File: src/rtl/bin_cnt_param.sv
// Modulo-N up/down binary counter with a clock-enable prescaler, load, clear and wrap flag.
// Optional Gray-coded output enabled by defining BIN_CNT_PARAM_GRAY_OUT_EN.
module bin_cnt_param #(
  parameter int unsigned WIDTH     = 4,
  parameter int unsigned MODULUS   = 16,
  parameter int unsigned DIV_RATIO = 1,
  parameter int unsigned PRE_W     = 8
) (
  input  logic             clk,
  input  logic             rst,
  input  logic             en,
  input  logic             up_dn,
  input  logic             load,
  input  logic [WIDTH-1:0] load_val,
  input  logic             clr,
  output logic [WIDTH-1:0] counter,
  output logic             tc,
  output logic             wrap
`ifdef BIN_CNT_PARAM_GRAY_OUT_EN
  ,
  output logic [WIDTH-1:0] counter_gray
`endif
);

  // Elaboration-time sanity checks on the parameter set.
  if (WIDTH < 1) begin : gen_bad_width
    $error("bin_cnt_param: WIDTH must be at least 1");
  end
  if (MODULUS < 2 || 64'(MODULUS) > (64'(1) << WIDTH)) begin : gen_bad_modulus
    $error("bin_cnt_param: MODULUS must satisfy 2 <= MODULUS <= 2**WIDTH");
  end
  if (DIV_RATIO < 1 || 64'(DIV_RATIO) > (64'(1) << PRE_W)) begin : gen_bad_div
    $error("bin_cnt_param: DIV_RATIO must satisfy 1 <= DIV_RATIO <= 2**PRE_W");
  end

  localparam logic [WIDTH-1:0] CntMax = WIDTH'(MODULUS - 1);
  localparam logic [PRE_W-1:0] PreMax = PRE_W'(DIV_RATIO - 1);

  logic [PRE_W-1:0] pre_q, pre_d;
  logic [WIDTH-1:0] cnt_q, cnt_d;
  logic             wrap_q, wrap_d;
  logic             tick;
  logic             at_max, at_zero;
  logic [WIDTH-1:0] load_clamped;

  assign at_max       = (cnt_q == CntMax);
  assign at_zero      = (cnt_q == '0);
  assign load_clamped = (load_val > CntMax) ? CntMax : load_val;

  // With DIV_RATIO=1, PreMax is 0 so pre never leaves 0 and tick degenerates to en.
  assign tick = en & (pre_q == PreMax);

  always_comb begin
    pre_d  = pre_q;
    cnt_d  = cnt_q;
    wrap_d = 1'b0;
    if (clr) begin
      pre_d = '0;
      cnt_d = '0;
    end else if (load) begin
      pre_d = '0;
      cnt_d = load_clamped;
    end else begin
      if (en) begin
        pre_d = (pre_q == PreMax) ? '0 : pre_q + PRE_W'(1);
      end
      if (tick) begin
        if (up_dn) begin
          cnt_d  = at_max ? '0 : cnt_q + WIDTH'(1);
          wrap_d = at_max;
        end else begin
          cnt_d  = at_zero ? CntMax : cnt_q - WIDTH'(1);
          wrap_d = at_zero;
        end
      end
    end
  end

  always_ff @(posedge clk or negedge rst) begin
    if (!rst) begin
      pre_q  <= '0;
      cnt_q  <= '0;
      wrap_q <= 1'b0;
    end else begin
      pre_q  <= pre_d;
      cnt_q  <= cnt_d;
      wrap_q <= wrap_d;
    end
  end

  always_ff @(posedge clk) begin
    if (rst) begin
      assert (cnt_q <= CntMax) else $error("bin_cnt_param: counter out of range");
      assert (pre_q <= PreMax) else $error("bin_cnt_param: prescaler out of range");
    end
  end

  assign counter = cnt_q;
  assign wrap    = wrap_q;
  // Terminal count follows direction combinationally so a direction flip re-evaluates at once.
  assign tc      = up_dn ? at_max : at_zero;

`ifdef BIN_CNT_PARAM_GRAY_OUT_EN
  logic [WIDTH-1:0] gray_q;

  always_ff @(posedge clk or negedge rst) begin
    if (!rst) begin
      gray_q <= '0;
    end else begin
      gray_q <= cnt_d ^ (cnt_d >> 1);
    end
  end

  assign counter_gray = gray_q;
`endif

endmodule
File: config.mk
export PLATFORM = sky130hd
export DESIGN_NAME = bin_cnt_param
export DESIGN_NICKNAME = d
export VERILOG_FILES = /design/src/rtl/bin_cnt_param.sv
export SDC_FILE = /design/constraint.sdc
export NUM_CORES = 1
export LEC_CHECK = 0
export BUFFER_PORTS_ARGS = -buffer_cell sky130_fd_sc_hd__buf_2
export CORE_MARGIN = 2
export CORE_UTILIZATION = 43
export DETAILED_ROUTE_END_ITERATION = 6
export PLACE_DENSITY_LB_ADDON = 0.12
export SETUP_SLACK_MARGIN = 0.5
export SLEW_MARGIN = 40
export SYNTH_ARGS = -nofsm -noshare
export SYNTH_HDL_FRONTEND = slang
export SYNTH_SLANG_ARGS = --single-unit
File: constraint.sdc
create_clock -name clk -period 5.65 [get_ports clk]
set_input_delay 1.13 -clock clk [delete_from_list [all_inputs] [get_ports clk]]
set_output_delay 1.13 -clock clk [all_outputs]
set_load 0.005 [all_outputs]
Word level (Yosys, flattened, before mapping) --
Cells that the tools add are included.
Operators by class: add/subtract/negate cells 3, magnitude comparators 1, equality and inequality tests 1, mux-type cells 15, bitwise operators 1, reduce and logical (&&, ||, !) cells 4
Operators with widths (number):
- $mux W8 | 4
- $mux W4 | 7
- $add A8 B1 Y8 const B | 1
- $logic_not A8 Y1 | 1
- $reduce_bool A3 Y1 | 2
- $add A4 B1 Y4 const B | 1
- $eq A4 B4 Y1 const B | 1
- $gt A4 B4 Y1 const B | 1
- $logic_not A4 Y1 | 1
- $mux W1 | 4
- $sub A4 B1 Y4 const B | 1
- $and A1 B1 Y1 | 1
Storage, ports and cells: flip-flop bits (word level) 13, bits of input ports 10, output and inout bits 6, word-level logic and storage cells 28

Depth between registers and ports, before layout --
Gate-level depths: netlist of the first run.
depth after elaboration 6, mapped depth 6, gate-level depth less buffers 6

Worst setup path after synthesis of the first run --
Ideal clock, no wire load.
path type input to output, start in up_dn, end out tc, arrival time 1958 ps, required time 4520 ps, slack 2562 ps, stages 3, buffers on the path 1, cell sequence clkbuf_1 or3b_2 o21ai_0
Between the ends: longest elaborated chain between the ends 1
RTL lines:
- start, declared | RTL line 12 | input logic up_dn,
- $mux W1 | RTL line 101 | assign tc = up_dn ? at_max : at_zero;
- end, declared | RTL line 17 | output logic tc,
No other way between the ends.

Worst setup path in the final report of the first run --
Ends and elaborated chain as after synthesis.

==> results.cfg, run 1 <==
[power_and_ir_drop]
seq_power_share_pct = 52.7
clkPwrFrac_pct = 29.7
ir_worst_vdd_mv = 0.108
combPwrFrac_pct = 17.6
pwr_density_cell_nw_per_um2 = 195
p_leak_nw = 0.421
p_total_mw = 0.191
internal-power_mw = 0.137
swShare_pct = 28.1
netSwitchingPower_mw = 0.0536

[sta]
slew_headroom_pct = 67.0
worst_slack_ns = 2.45
fin_crit_ns = 3.20
fmax_mhz = 312
setup_viol = 0
clock_skew_ns = 0.00260
fin_setup_tns_ns = 0
tightest_slew_ns = 0.491
holdWs_ns = 0.573
slew_viol_final = 0
rsz0062_at_grt = no
finalHoldViolCount = 0
post-route-period-util_pct = 56.7

[synth]
yosys_warnings = 0
synthFlopType = dfrtp_1
ys_seq_area_share_pct = 38.4
synth_commonest_cells = 13 x dfrtp_1, 7 x nor3_1, 7 x xnor2_1
synth_seq_cells = 13
yosys.area.top_type = dfrtp_1
syn_inst = 91
syn_area_per_cell_um2 = 9.31
synth-edff-count = 0
yosysMostFrequentCell = dfrtp_1
synth_top_area_share_pct = 38.4
synth_area_um2 = 847
ys_async_sr_fraction_pct = 100
syn-num-nets = 105
synth.distinct_cells = 35
yosys-top-cells-area = dfrtp_1 38%, xnor2_1 7.2%, ha_1 5.9%

[clock_tree]
clk_pin_slew_worst_paths_ns = 0.08
cts_tree = done
clock-root-buffer = clkbuf_4
clkSinkCount = 13
ctsResizeCount = 0
ctsLongestPathBuffers = 2
cts_hold_buf = 0
post_cts_buffers = 0
cts_buffers = 3
clk_latency_ns = 0.27
htreeDepth = 1

[floorplanning]
fp.coreArea_um2 = 1900
rows = 16
fp.dieH_um = 48.4
io-pin-count = 16
die_w_um = 48.4
start_util_pct = 44.5
dieArea_um2 = 2340

[placement]
postPlaceCellArea_um2 = 948
dp_hpwl_um = 1390
place_congestion = 0.820
place_ws_ns = 2.45
portBuffers = 15

[worst_setup_path]
worstPathArrival_ns = 2.07
path_class = in2out
critPathLaunch = up_dn
reg2reg_slack_ns = 3.69
endpoint = tc
worst_setup_path_start_kind = input pin
required_ns = 4.52
r2r_start = pre_q[0]
end_kind = output pin
cp_max_fo = 7
ff2ff_path_depth = 6
reg2reg_to = pre_q[2]

[drt]
route.detailed.drc = 0
num_vias = 731
wl_met3_um = 66
vias_per_cell = 5.41
dr.first_iter.drc_count = 23
firstDrtPassIters = 4
top_layer_used = met4
met2_length_um = 848
wl_met1_um = 836
drtAntennaViolNets = 0
routed_wl_um = 1760
wl_per_cell_um = 13.1

[finish]
layout-drive-gt1-share_pct = 26.9
fin_nets = 123
syn2layout_area_growth_pct = 15.2
antenna_cells = 0
stdcell_area_um2 = 976

[worst_hold_path]
worst_hold_path_type = reg2reg

[outcome]
status = complete, no violations

[global_route]
grt_pass1_wl_um = 3190
grt_overflow_total = 0
grt_pass1_vias = 715
grt_max_degree = 14
grt_usage_pct = 17.2
antenna_found_initial = 0

[job]
cap_violations = 0
[cells by family (layout without fill, tap and decap cells)]
kind of cell	count (synthesis)	in the layout	share of synthesized area (%)
adder cells (fa/ha/maj)	4	4	5.91
multiplexers	1	1	1.18
buffers and inverters	9	26	3.99
AO/OA/AOI/OAI	20	20	16.5
AND/OR/NAND/NOR	37	37	26.7
XOR/XNOR	7	7	7.24
flip-flops	13	13	38.4
[cells in the final DEF, fill, tap and decap left out, types with 3 or more instances in the layout]
cell,netlist,final
a21oi_1,6,6
nor2_1,6,6
o21ai_0,3,3
nand3_1,4,4
clkbuf_4,0,3
nor3_1,7,7
dfrtp_1,13,13
ha_1,4,4
xnor2_1,7,7
nand2_1,5,5
buf_2,0,15
inv_1,6,6
[layer usage]
layer	vias to the layer above	global-route usage (%)
met5	-	0
met4	0	5.71
met3	2	3.70
met2	11	29.4
met1	349	21.8
li1	369	-
[per-stage QoR]
stage / utilization, % / cells
after floorplan: - / 91
after global placement: 49.9 / 131
after detailed placement: 49.9 / 131
after CTS: 51.3 / 135
after global routing: 51.3 / 135
final: 51.3 / 135
[critical path, stage by stage]
cell and delay [ns]:
buf_2 0.15, or3b_2 0.46, o21ai_0 0.19, buf_2 0.15
[worst min path at each step]
| stage | from | end | cells past startpoint |
|---|---|---|---|
| final | pre_q[7] | pre_q[7] | 2 |
| after global routing | pre_q[7] | pre_q[7] | 2 |
| after CTS | pre_q[7] | pre_q[7] | 2 |
| after detailed placement | pre_q[7] | pre_q[7] | 2 |
| after global placement | pre_q[7] | pre_q[7] | 2 |
| after floorplan | pre_q[2] | pre_q[2] | 1 |
[power by group through the flow]
stage          Clock, mW  Combinational (mW)  Sequential [mW]
6_report          0.0567              0.0335            0.101
5_1_grt           0.0654              0.0375            0.101
4_1_cts           0.0596              0.0341            0.101
3_5_place_dp           0              0.0339            0.102
3_3_place_gp           0              0.0334            0.102
2_1_floorplan          0              0.0206            0.102
[registers in the layout, summed over array words and instances, names as in the netlist]
name     flops
wrap         1
pre_q        8
counter      4
[cell type report]
| cell class | instances | area, um2 |
|---|---|---|
| Fill cell | 193 | 926 |
| Multi-Input combinational cell | 69 | 488 |
| Sequential cell | 13 | 325 |
| Timing Repair Buffer | 15 | 75.1 |
| Tap cell | 27 | 33.8 |
| Inverter | 7 | 26.3 |
| Clock buffer | 3 | 22.5 |
| Clock inverter | 1 | 5.00 |
Power figures use the tool's default switching activity.
==> run 2, diff against run 1 <==
clock period = 2.58 ns   (was 5.65 ns; I/O delays follow)
==> run 2 against run 1 <==
  * Via count is 0.27% lower
  * Largest power group unchanged
  * Count of clock-buffer cells in the layout stayed put
  * Worst hold slack worse by 0.46 ns
  * Die area stayed put
  * Highest routed layer unchanged
  * Global-route usage is 1.2 points higher
  * Critical path depth is 1 higher
  * Sequential share of layout area is 1.4 points lower
==> results.cfg, run 2 (same netlist as run 1, synthesis figures left out) <==
[outcome]
status = complete, no violations

[floorplanning]
die_w_um = 48.4
fp.coreArea_um2 = 1900
rows = 16
dieArea_um2 = 2340
start_util_pct = 44.5
fp.dieH_um = 48.4
io-pin-count = 16

[global_route]
grtUsageMet3_pct = 3.40
met1_usage_pct = 22.9
met2_usage_pct = 33.3
grt_usage_pct = 18.5
grt_pass1_wl_um = 3380
grt_overflow_total = 0
grt_max_degree = 14
grt_pass1_vias = 730
antenna_found_initial = 0
top_usage_layer = met2

[power_and_ir_drop]
p_leak_nw = 0.442
ir_worst_vdd_mv = 0.221
seq_power_share_pct = 49.7
clkPwrFrac_pct = 28.9
netSwitchingPower_mw = 0.127
combPwrFrac_pct = 21.4
swShare_pct = 29.0
pwr_density_cell_nw_per_um2 = 428
internal-power_mw = 0.312

[finish]
n_fill_cell = 196
syn2layout_area_growth_pct = 21.3
top_register = pre_q
antenna_cells = 0
layout-drive-gt1-share_pct = 33.9
final_common_cell = buf_2
fin_cells = 139
fin_nets = 127
final_util_pct = 54.0
most-common-layout-cells = 15 x buf_2, 11 x dfrtp_1, 7 x nor3_1, 7 x xnor2_1
largest_reg_flops = 8

[placement]
portBuffers = 15
dp_hpwl_um = 1350
place_congestion = 0.833
dp_cells = 131
place_ws_ns = 0.507

[worst_setup_path]
end_kind = output pin
path_class = reg2out
worstPathArrival_ns = 1.57
worst_setup_path_start_kind = flip-flop
required_ns = 2.06
r2r_start = pre_q[0]
cp_max_fo = 2
critPathLaunch = counter[1]

[clock_tree]
ctsLongestPathBuffers = 2
clk_pin_slew_worst_paths_ns = 0.09
cts_buffers = 3
clock-root-buffer = clkbuf_4
cts_hold_buf = 0
cts_tree = done
htreeDepth = 1
clk_latency_ns = 0.28
clkSinkCount = 13

[sta]
tightest_slew_ns = 0.502
fin_crit_ns = 2.09
worst_slack_ns = 0.492
fin_setup_tns_ns = 0
finalHoldViolCount = 0
post-route-period-util_pct = 80.9
clock_skew_ns = 0.0132
rsz0062_at_grt = yes
slew_viol_final = 0
fmax_mhz = 479
setup_viol = 0
slew_headroom_pct = 66.3

[drt]
routed_wl_um = 1940
dr.first_iter.drc_count = 6
firstDrtPassIters = 3
wl_per_cell_um = 14.0
route.detailed.drc = 0
vias_per_cell = 5.24
drtAntennaViolNets = 0
num_vias = 729

[worst_hold_path]
worst_hold_path_type = in2async

[job]
cap_violations = 0
==> run 2: cell count changes in the layout (fill, tap and decap cells not counted), sizes merged <==
cell	previous run	this run
buf	15	19
==> run 2: worst max-delay path: stages (launching register included) <==
cell     delay, ns
dfrtp_2       0.43
inv_2         0.09
ha_4          0.14
or3b_4        0.38
o21ai_2       0.14
buf_2         0.13
==> run 2: timing repair <==
item,CTS,global route
gates resized for setup,8,0
setup endpoints to repair,1,1
pin swaps,2,1
setup buffers,3,1
==> run 2: final timing paths <==
| check | slack [ns] | cells past startpoint | to |
|---|---|---|---|
| max | 0.49 | 5 | tc |
| min | 0.11 | 1 | pre_q[4] |
| max reg2reg | 0.63 | 6 | pre_q[2] |
| min reg2reg | 0.57 | 2 | pre_q[7] |
| max in group asynchronous | 2.19 | 1 | counter[1] |
| min in group clk | 0.47 | 2 | counter[3] |
==> run 2: per-layer routing <==
layer / up-vias / routed length [um]
li1: 375 / -
met1: 341 / 909
met2: 11 / 975
met3: 2 / 45
met4: 0 / 12
met5: - / 0
==> run 2: power by group through the flow <==
| stage | combinational [mW] | sequential (mW) | clock [mW] |
|---|---|---|---|
| floorplan | 0.0451 | 0.222 | 0 |
| global placement | 0.0733 | 0.224 | 0 |
| detailed placement | 0.0739 | 0.224 | 0 |
| CTS | 0.0909 | 0.218 | 0.131 |
| global route | 0.105 | 0.219 | 0.141 |
| finish | 0.0940 | 0.218 | 0.127 |
==> run 2: cell type report <==
cell class	count	area, um2	area share (%)
clock buffer	3	22.5	2.19
clock inverter	1	5.00	0.487
inverter	7	26.3	2.56
multi-input combinational	69	507	49.3
sequential	13	328	31.9
tap	27	33.8	3.29
timing repair buffer	19	105	10.2
==> run 2: metrics by stage <==
| step | hold slack (ns) | instance area (um2) | power, mW |
|---|---|---|---|
| finish | 0.113 | 1030 | 0.439 |
| global route | 0.133 | 1030 | 0.465 |
| CTS | 0.122 | 1020 | 0.440 |
| detailed placement | 0.428 | 948 | 0.298 |
| global placement | 0.427 | 948 | 0.297 |
| floorplan | 0.220 | 847 | 0.267 |
